===== config.mk =====
export PLATFORM = sky130hd
export DESIGN_NAME = dm_vec_sequencer
export DESIGN_NICKNAME = d
export VERILOG_FILES = /design/src/rtl/dm_vec_sequencer.sv
export SDC_FILE = /design/constraint.sdc
export NUM_CORES = 1
export LEC_CHECK = 0
export ABC_AREA = 1
export CORE_ASPECT_RATIO = 1.1
export CORE_MARGIN = 4
export CORE_UTILIZATION = 47
export CTS_BUF_LIST = sky130_fd_sc_hd__clkbuf_4 sky130_fd_sc_hd__clkbuf_8
export DETAILED_ROUTE_END_ITERATION = 8
export DONT_BUFFER_PORTS = 1
export HOLD_SLACK_MARGIN = 0.12
export SETUP_SLACK_MARGIN = 0.1
export SYNTH_ARGS = -nofsm -noshare
export SYNTH_HDL_FRONTEND = slang
export SYNTH_SLANG_ARGS = --single-unit
export TNS_END_PERCENT = 20

===== constraint.sdc =====
create_clock -name clk -period 6.25 [get_ports clk]
set_input_delay 0.625 -clock clk [delete_from_list [all_inputs] [get_ports clk]]
set_output_delay 0.625 -clock clk [all_outputs]
set_load 0.005 [all_outputs]

===== src/rtl/dm_vec_sequencer.sv =====
// ---------------------------------------------------------------------------
// dm_vec_sequencer
//   Owns the single data-memory port and executes D[i] = A[i] op B[i] for
//   i = 0..len-1 from a single start pulse. Each element costs three cycles:
//   read A, read B, write D. The memory read is combinational, so each read
//   state captures dm_dat_out on its exiting edge.
//
// Ports
//   clk          system clock, all state on posedge
//   reset        asynchronous, active-low reset
//   start        command strobe, only honoured in IDLE
//   op           0=XOR 1=AND 2=OR 3=ADD (mod 2^DW)
//   a_base       first address of operand vector A
//   b_base       first address of operand vector B
//   d_base       first address of destination vector D
//   len          element count, 0..255
//   dm_addr      memory address
//   dm_wr_en     memory write enable (WR state only)
//   dm_dat_in    memory write data (0 outside WR)
//   dm_dat_out   memory read data
//   busy         high in every state except IDLE
//   done         one-cycle completion pulse
//   carry        sticky ADD carry-out over the whole command
//
// State table
//   IDLE  | waiting for start
//   RD_A  | address A[i], capture operand a
//   RD_B  | address B[i], capture operand b
//   WR    | write D[i] = a op b, advance index
//   DONE  | one-cycle completion pulse, still busy
// ---------------------------------------------------------------------------
module dm_vec_sequencer #(
    parameter int DW = 8,
    parameter int AW = 8
) (
    input  logic          clk,
    input  logic          reset,
    input  logic          start,
    input  logic [1:0]    op,
    input  logic [AW-1:0] a_base,
    input  logic [AW-1:0] b_base,
    input  logic [AW-1:0] d_base,
    input  logic [7:0]    len,
    output logic [AW-1:0] dm_addr,
    output logic          dm_wr_en,
    output logic [DW-1:0] dm_dat_in,
    input  logic [DW-1:0] dm_dat_out,
    output logic          busy,
    output logic          done,
    output logic          carry
);

    typedef enum logic [2:0] {
        S_IDLE = 3'd0,
        S_RD_A = 3'd1,
        S_RD_B = 3'd2,
        S_WR   = 3'd3,
        S_DONE = 3'd4
    } state_t;

    localparam logic [1:0] OP_XOR = 2'd0;
    localparam logic [1:0] OP_AND = 2'd1;
    localparam logic [1:0] OP_OR  = 2'd2;
    localparam logic [1:0] OP_ADD = 2'd3;

    state_t          r_state;
    state_t          w_state_nxt;

    logic [1:0]      r_op;
    logic [AW-1:0]   r_a_base;
    logic [AW-1:0]   r_b_base;
    logic [AW-1:0]   r_d_base;
    logic [7:0]      r_len;
    logic [7:0]      r_idx;
    logic [DW-1:0]   r_ra;
    logic [DW-1:0]   r_rb;
    logic            r_carry;

    logic            w_accept;
    logic            w_last;
    logic [AW-1:0]   w_idx_aw;
    logic [DW:0]     w_sum;
    logic [DW-1:0]   w_result;

    assign w_accept = (r_state == S_IDLE) && start;
    // len <= 255 keeps r_idx <= 254 here, so the 8-bit increment cannot wrap
    assign w_last   = ((r_idx + 8'd1) == r_len);
    assign w_idx_aw = AW'(r_idx);
    assign w_sum    = {1'b0, r_ra} + {1'b0, r_rb};

    always_comb begin
        w_result = '0;
        case (r_op)
            OP_XOR:  w_result = r_ra ^ r_rb;
            OP_AND:  w_result = r_ra & r_rb;
            OP_OR:   w_result = r_ra | r_rb;
            OP_ADD:  w_result = w_sum[DW-1:0];
            default: w_result = '0;
        endcase
    end

    // ---------------- state register ----------------
    always_ff @(posedge clk or negedge reset) begin
        if (!reset) begin
            r_state <= S_IDLE;
        end else begin
            r_state <= w_state_nxt;
        end
    end

    // ---------------- next-state logic ----------------
    always_comb begin
        w_state_nxt = r_state;
        case (r_state)
            S_IDLE: begin
                // len is taken from the port here: it is latched on this same edge
                if (start) begin
                    w_state_nxt = (len == 8'd0) ? S_DONE : S_RD_A;
                end
            end
            S_RD_A:  w_state_nxt = S_RD_B;
            S_RD_B:  w_state_nxt = S_WR;
            S_WR:    w_state_nxt = w_last ? S_DONE : S_RD_A;
            S_DONE:  w_state_nxt = S_IDLE;
            default: w_state_nxt = S_IDLE;
        endcase
    end

    // ---------------- datapath registers ----------------
    always_ff @(posedge clk or negedge reset) begin
        if (!reset) begin
            r_op     <= '0;
            r_a_base <= '0;
            r_b_base <= '0;
            r_d_base <= '0;
            r_len    <= '0;
            r_idx    <= '0;
            r_ra     <= '0;
            r_rb     <= '0;
            r_carry  <= 1'b0;
        end else begin
            if (w_accept) begin
                r_op     <= op;
                r_a_base <= a_base;
                r_b_base <= b_base;
                r_d_base <= d_base;
                r_len    <= len;
                r_idx    <= '0;
                r_carry  <= 1'b0;
            end
            if (r_state == S_RD_A) begin
                r_ra <= dm_dat_out;
            end
            if (r_state == S_RD_B) begin
                r_rb <= dm_dat_out;
            end
            if (r_state == S_WR) begin
                r_idx <= r_idx + 8'd1;
                if (r_op == OP_ADD) begin
                    r_carry <= r_carry | w_sum[DW];
                end
            end
        end
    end

    // ---------------- output decode ----------------
    // Everything below depends on registers only, so a reset drops the
    // write enable asynchronously and no in-flight write can commit.
    always_comb begin
        dm_addr   = '0;
        dm_wr_en  = 1'b0;
        dm_dat_in = '0;
        busy      = (r_state != S_IDLE);
        done      = (r_state == S_DONE);
        carry     = r_carry;
        case (r_state)
            S_RD_A: dm_addr = r_a_base + w_idx_aw;
            S_RD_B: dm_addr = r_b_base + w_idx_aw;
            S_WR: begin
                dm_addr   = r_d_base + w_idx_aw;
                dm_wr_en  = 1'b1;
                dm_dat_in = w_result;
            end
            default: dm_addr = '0;
        endcase
    end

endmodule


==> flow_summary.json <==
{
  "status": "finished, final reports clean",
  "slew_viol_final": 0,
  "crit_fanout": 17,
  "cp_slowest_stage_delay_ns": 0.40,
  "max-clock-path-buffers": 2,
  "p_leak_nw": 2.13,
  "num_rows": 34,
  "fin_cells": 641,
  "initialDrtViolationCount": 171,
  "synth_seq_cells": 62,
  "cp_data_arrival_time_ns": 3.15,
  "grt_pass1_wl_mm": 15.8,
  "dieArea_um2": 9710,
  "final_hold_viol_count": 0,
  "ioPinCount": 65,
  "place_area_um2": 3930,
  "final_nets": 599,
  "vias": 3360,
  "tritoncts": "yes",
  "grt_max_degree": 63,
  "final_area_um2": 4180,
  "worst-path-stages": 14,
  "ys.flop_type": "dfrtp_1",
  "drive_above_1_share_pct": 5.82,
  "wl_mm": 9.50,
  "synthArstFlopShare_pct": 100,
  "finalSetupTns_ns": 0,
  "ant_nets": 0,
  "power_density_nw_per_um2": 577,
  "cp-endpoint": "dm_addr[5]",
  "place.detailed.hpwl_mm": 6.91,
  "port_buffers": 0,
  "drcViolationCount": 0,
  "syn_area_um2": 3850,
  "dr.pass1.iters": 4,
  "initial_core_util_pct": 48.4,
  "critPathTopFamily": "compound AO/OA/AOI/OAI gates",
  "cts_buffers": 9,
  "yosysTopAreaCell": "dfrtp_1",
  "met3_length_um": 526,
  "yosys_warnings": 0,
  "highest_layer": "met4",
  "reg2reg_slack_ns": 3.99,
  "setup_viol": 0,
  "cts.sinks": 62,
  "avgSynthCellArea_um2": 7.29,
  "rsz0062_at_grt": "no",
  "critPathLaunch": "r_state[2]",
  "timing.critical_path.required_ns": 5.62,
  "vias_per_cell": 5.24,
  "synth_cell_types": 33,
  "max_slew_margin_pct": 58.7,
  "hold_class": "primary input to async pin",
  "met1_length_mm": 4.45,
  "vdd_ir_drop_max_mv": 0.218,
  "gp_congestion": 0.853,
  "yosysTopAreaCellShare_pct": 40.3,
  "tightest_slew_ns": 0.618,
  "clk_pin_slew_worst_paths_ns": 0.08,
  "antenna_found_initial": 0,
  "die_x_um": 94.3,
  "ys_seq_area_share_pct": 40.3,
  "gr-usage-all-layers_pct": 20.9,
  "critical_path.slowest_cell": "dfrtp_1",
  "met2WireLength_mm": 4.36,
  "globalRoute.totalOverflow": 0,
  "r2r-end": "r_idx[3]",
  "wl_per_cell_um": 14.8,
  "critPathCaptureType": "output port",
  "clk-insertion-delay-late_ns": 0.34,
  "cts_root_buf": "clkbuf_8",
  "cap_violations": 0,
  "critPathLaunchType": "register",
  "ctsHtreeMaxLevel": 3,
  "max_clock_freq_ghz": 0.265,
  "grt_pass1_vias": 3315,
  "critPathBufInv": 2,
  "antennaDiodeCount": 0,
  "post-synth-top-count-cell": "nand2_1",
  "coreArea_um2": 7960,
  "skew_ns": 0.0111,
  "r2r_cells": 8,
  "dp.cells": 624,
  "netlist_top_cells_count": "nand2_1, inv_1, dfrtp_1, nor2_1, a21oi_1",
  "crit_chain": "inv_1 > nand2_2 > nor2_4 > inv_1 > o22ai_1 > nor2_1 > ha_1 > a21oi_1 > nand2_1 > nand2_1 > nand2_1 > a21oi_1 > o21ai_0 > a21oi_1",
  "syn_nets": 599,
  "critical_path_class": "register to output port",
  "fin_crit_ns": 3.78,
  "synth_edf_count": 0,
  "areaGrowthSynthToFinish_pct": 8.45,
  "r2r_start": "r_state[0]",
  "yosys-top-cells-area": "dfrtp_1, nand2_1, ha_1, inv_1, nor2_1",
  "die_h_um": 103,
  "synthCells": 528,
  "fin_crit_sh_pct": 60.5
}
[worst min-delay path by stage]
stage               startpoint  endpoint  slack [ns]
floorplan                reset     carry        0.33
global placement         reset   r_ra[4]        0.33
detailed placement       reset   r_ra[4]        0.33
CTS                      reset  r_len[5]        0.16
global route             reset   r_ra[5]        0.16
finish                   reset   r_ra[5]        0.13
[flip-flops by register name, indices dropped and copies added, names as in the netlist]
name      cells
carry         1
r_a_base      8
r_b_base      8
r_d_base      8
r_idx         8
r_len         8
r_op          2
r_ra          8
r_rb          8
r_state       3
[per-layer routing]
metal	global-route usage (%)	vias to the layer above
li1	-	1710
met1	28.2	1557
met2	34.0	82
met3	3.58	11
met4	7.44	0
met5	0	-
[final cells by class]
class / count / area (um^2)
Fill cell: 811 / 3780
Multi-Input combinational cell: 388 / 1990
Sequential cell: 62 / 1550
Inverter: 65 / 244
Tap cell: 108 / 135
Clock buffer: 10 / 131
Clock inverter: 6 / 86.3
Timing Repair Buffer: 2 / 35.0
[cells in the final DEF, fill, tap and decap left out, drive strengths merged]
| cell | netlist | routed |
|---|---|---|
| clkinvlp | 0 | 1 |
| and2 | 1 | 1 |
| fa | 2 | 2 |
| ha | 24 | 24 |
| a22oi | 1 | 1 |
| nand4 | 8 | 8 |
| nor3 | 3 | 3 |
| clkinv | 0 | 3 |
| a221oi | 2 | 2 |
| nand3 | 30 | 30 |
| o21bai | 1 | 1 |
| inv | 65 | 65 |
| nor4 | 2 | 2 |
| dfrtp | 62 | 62 |
| xor2 | 3 | 3 |
| bufinv | 0 | 2 |
| nor2 | 55 | 55 |
| clkbuf | 2 | 10 |
| o21ai | 38 | 38 |
| o311ai | 1 | 1 |
| nand2 | 167 | 167 |
| buf | 11 | 2 |
| o221a | 1 | 1 |
| a21oi | 37 | 37 |
| o22ai | 9 | 9 |
| a31oi | 1 | 1 |
| xnor2 | 1 | 1 |
| o21a | 1 | 1 |
[cell families after synthesis]
group	after synthesis	synth area share, %
DFF	62	40.3
buffers and inverters	78	7.96
adders and majority gates	26	8.84
and+or+nand+nor	266	29.0
xor gates and xnor gates	4	0.910
AOI/OAI and AO/OA	92	13.0
[stage by stage]
stage                     util, %  hold WS (ns)  setup WS (ns)  power [W]
after CTS                    52.5         0.156           2.46    0.00243
after global routing         52.5         0.164           2.16    0.00267
final                        52.5         0.128           2.47    0.00241
after floorplan                 -         0.329           3.45    0.00171
after global placement       49.4         0.331           2.95    0.00199
after detailed placement     49.4         0.331           2.87    0.00201
[power breakdown]
| part | internal [W] | switching [W] | total (W) | leakage, nW |
|---|---|---|---|---|
| Combinational | 0.000437 | 0.000826 | 0.00126 | 1.26 |
| Clock | 0.000228 | 0.000173 | 0.000402 | 0.110 |
| Sequential | 0.000587 | 0.000158 | 0.000745 | 0.767 |
| Total | 0.00125 | 0.00116 | 0.00241 | 2.13 |
[what timing repair did]
item,CTS,global route
buffers inserted,0,0
hold endpoints to repair,62,0
hold buffers,1,0
resized for setup,0,0
Power figures use the tool's default switching activity.
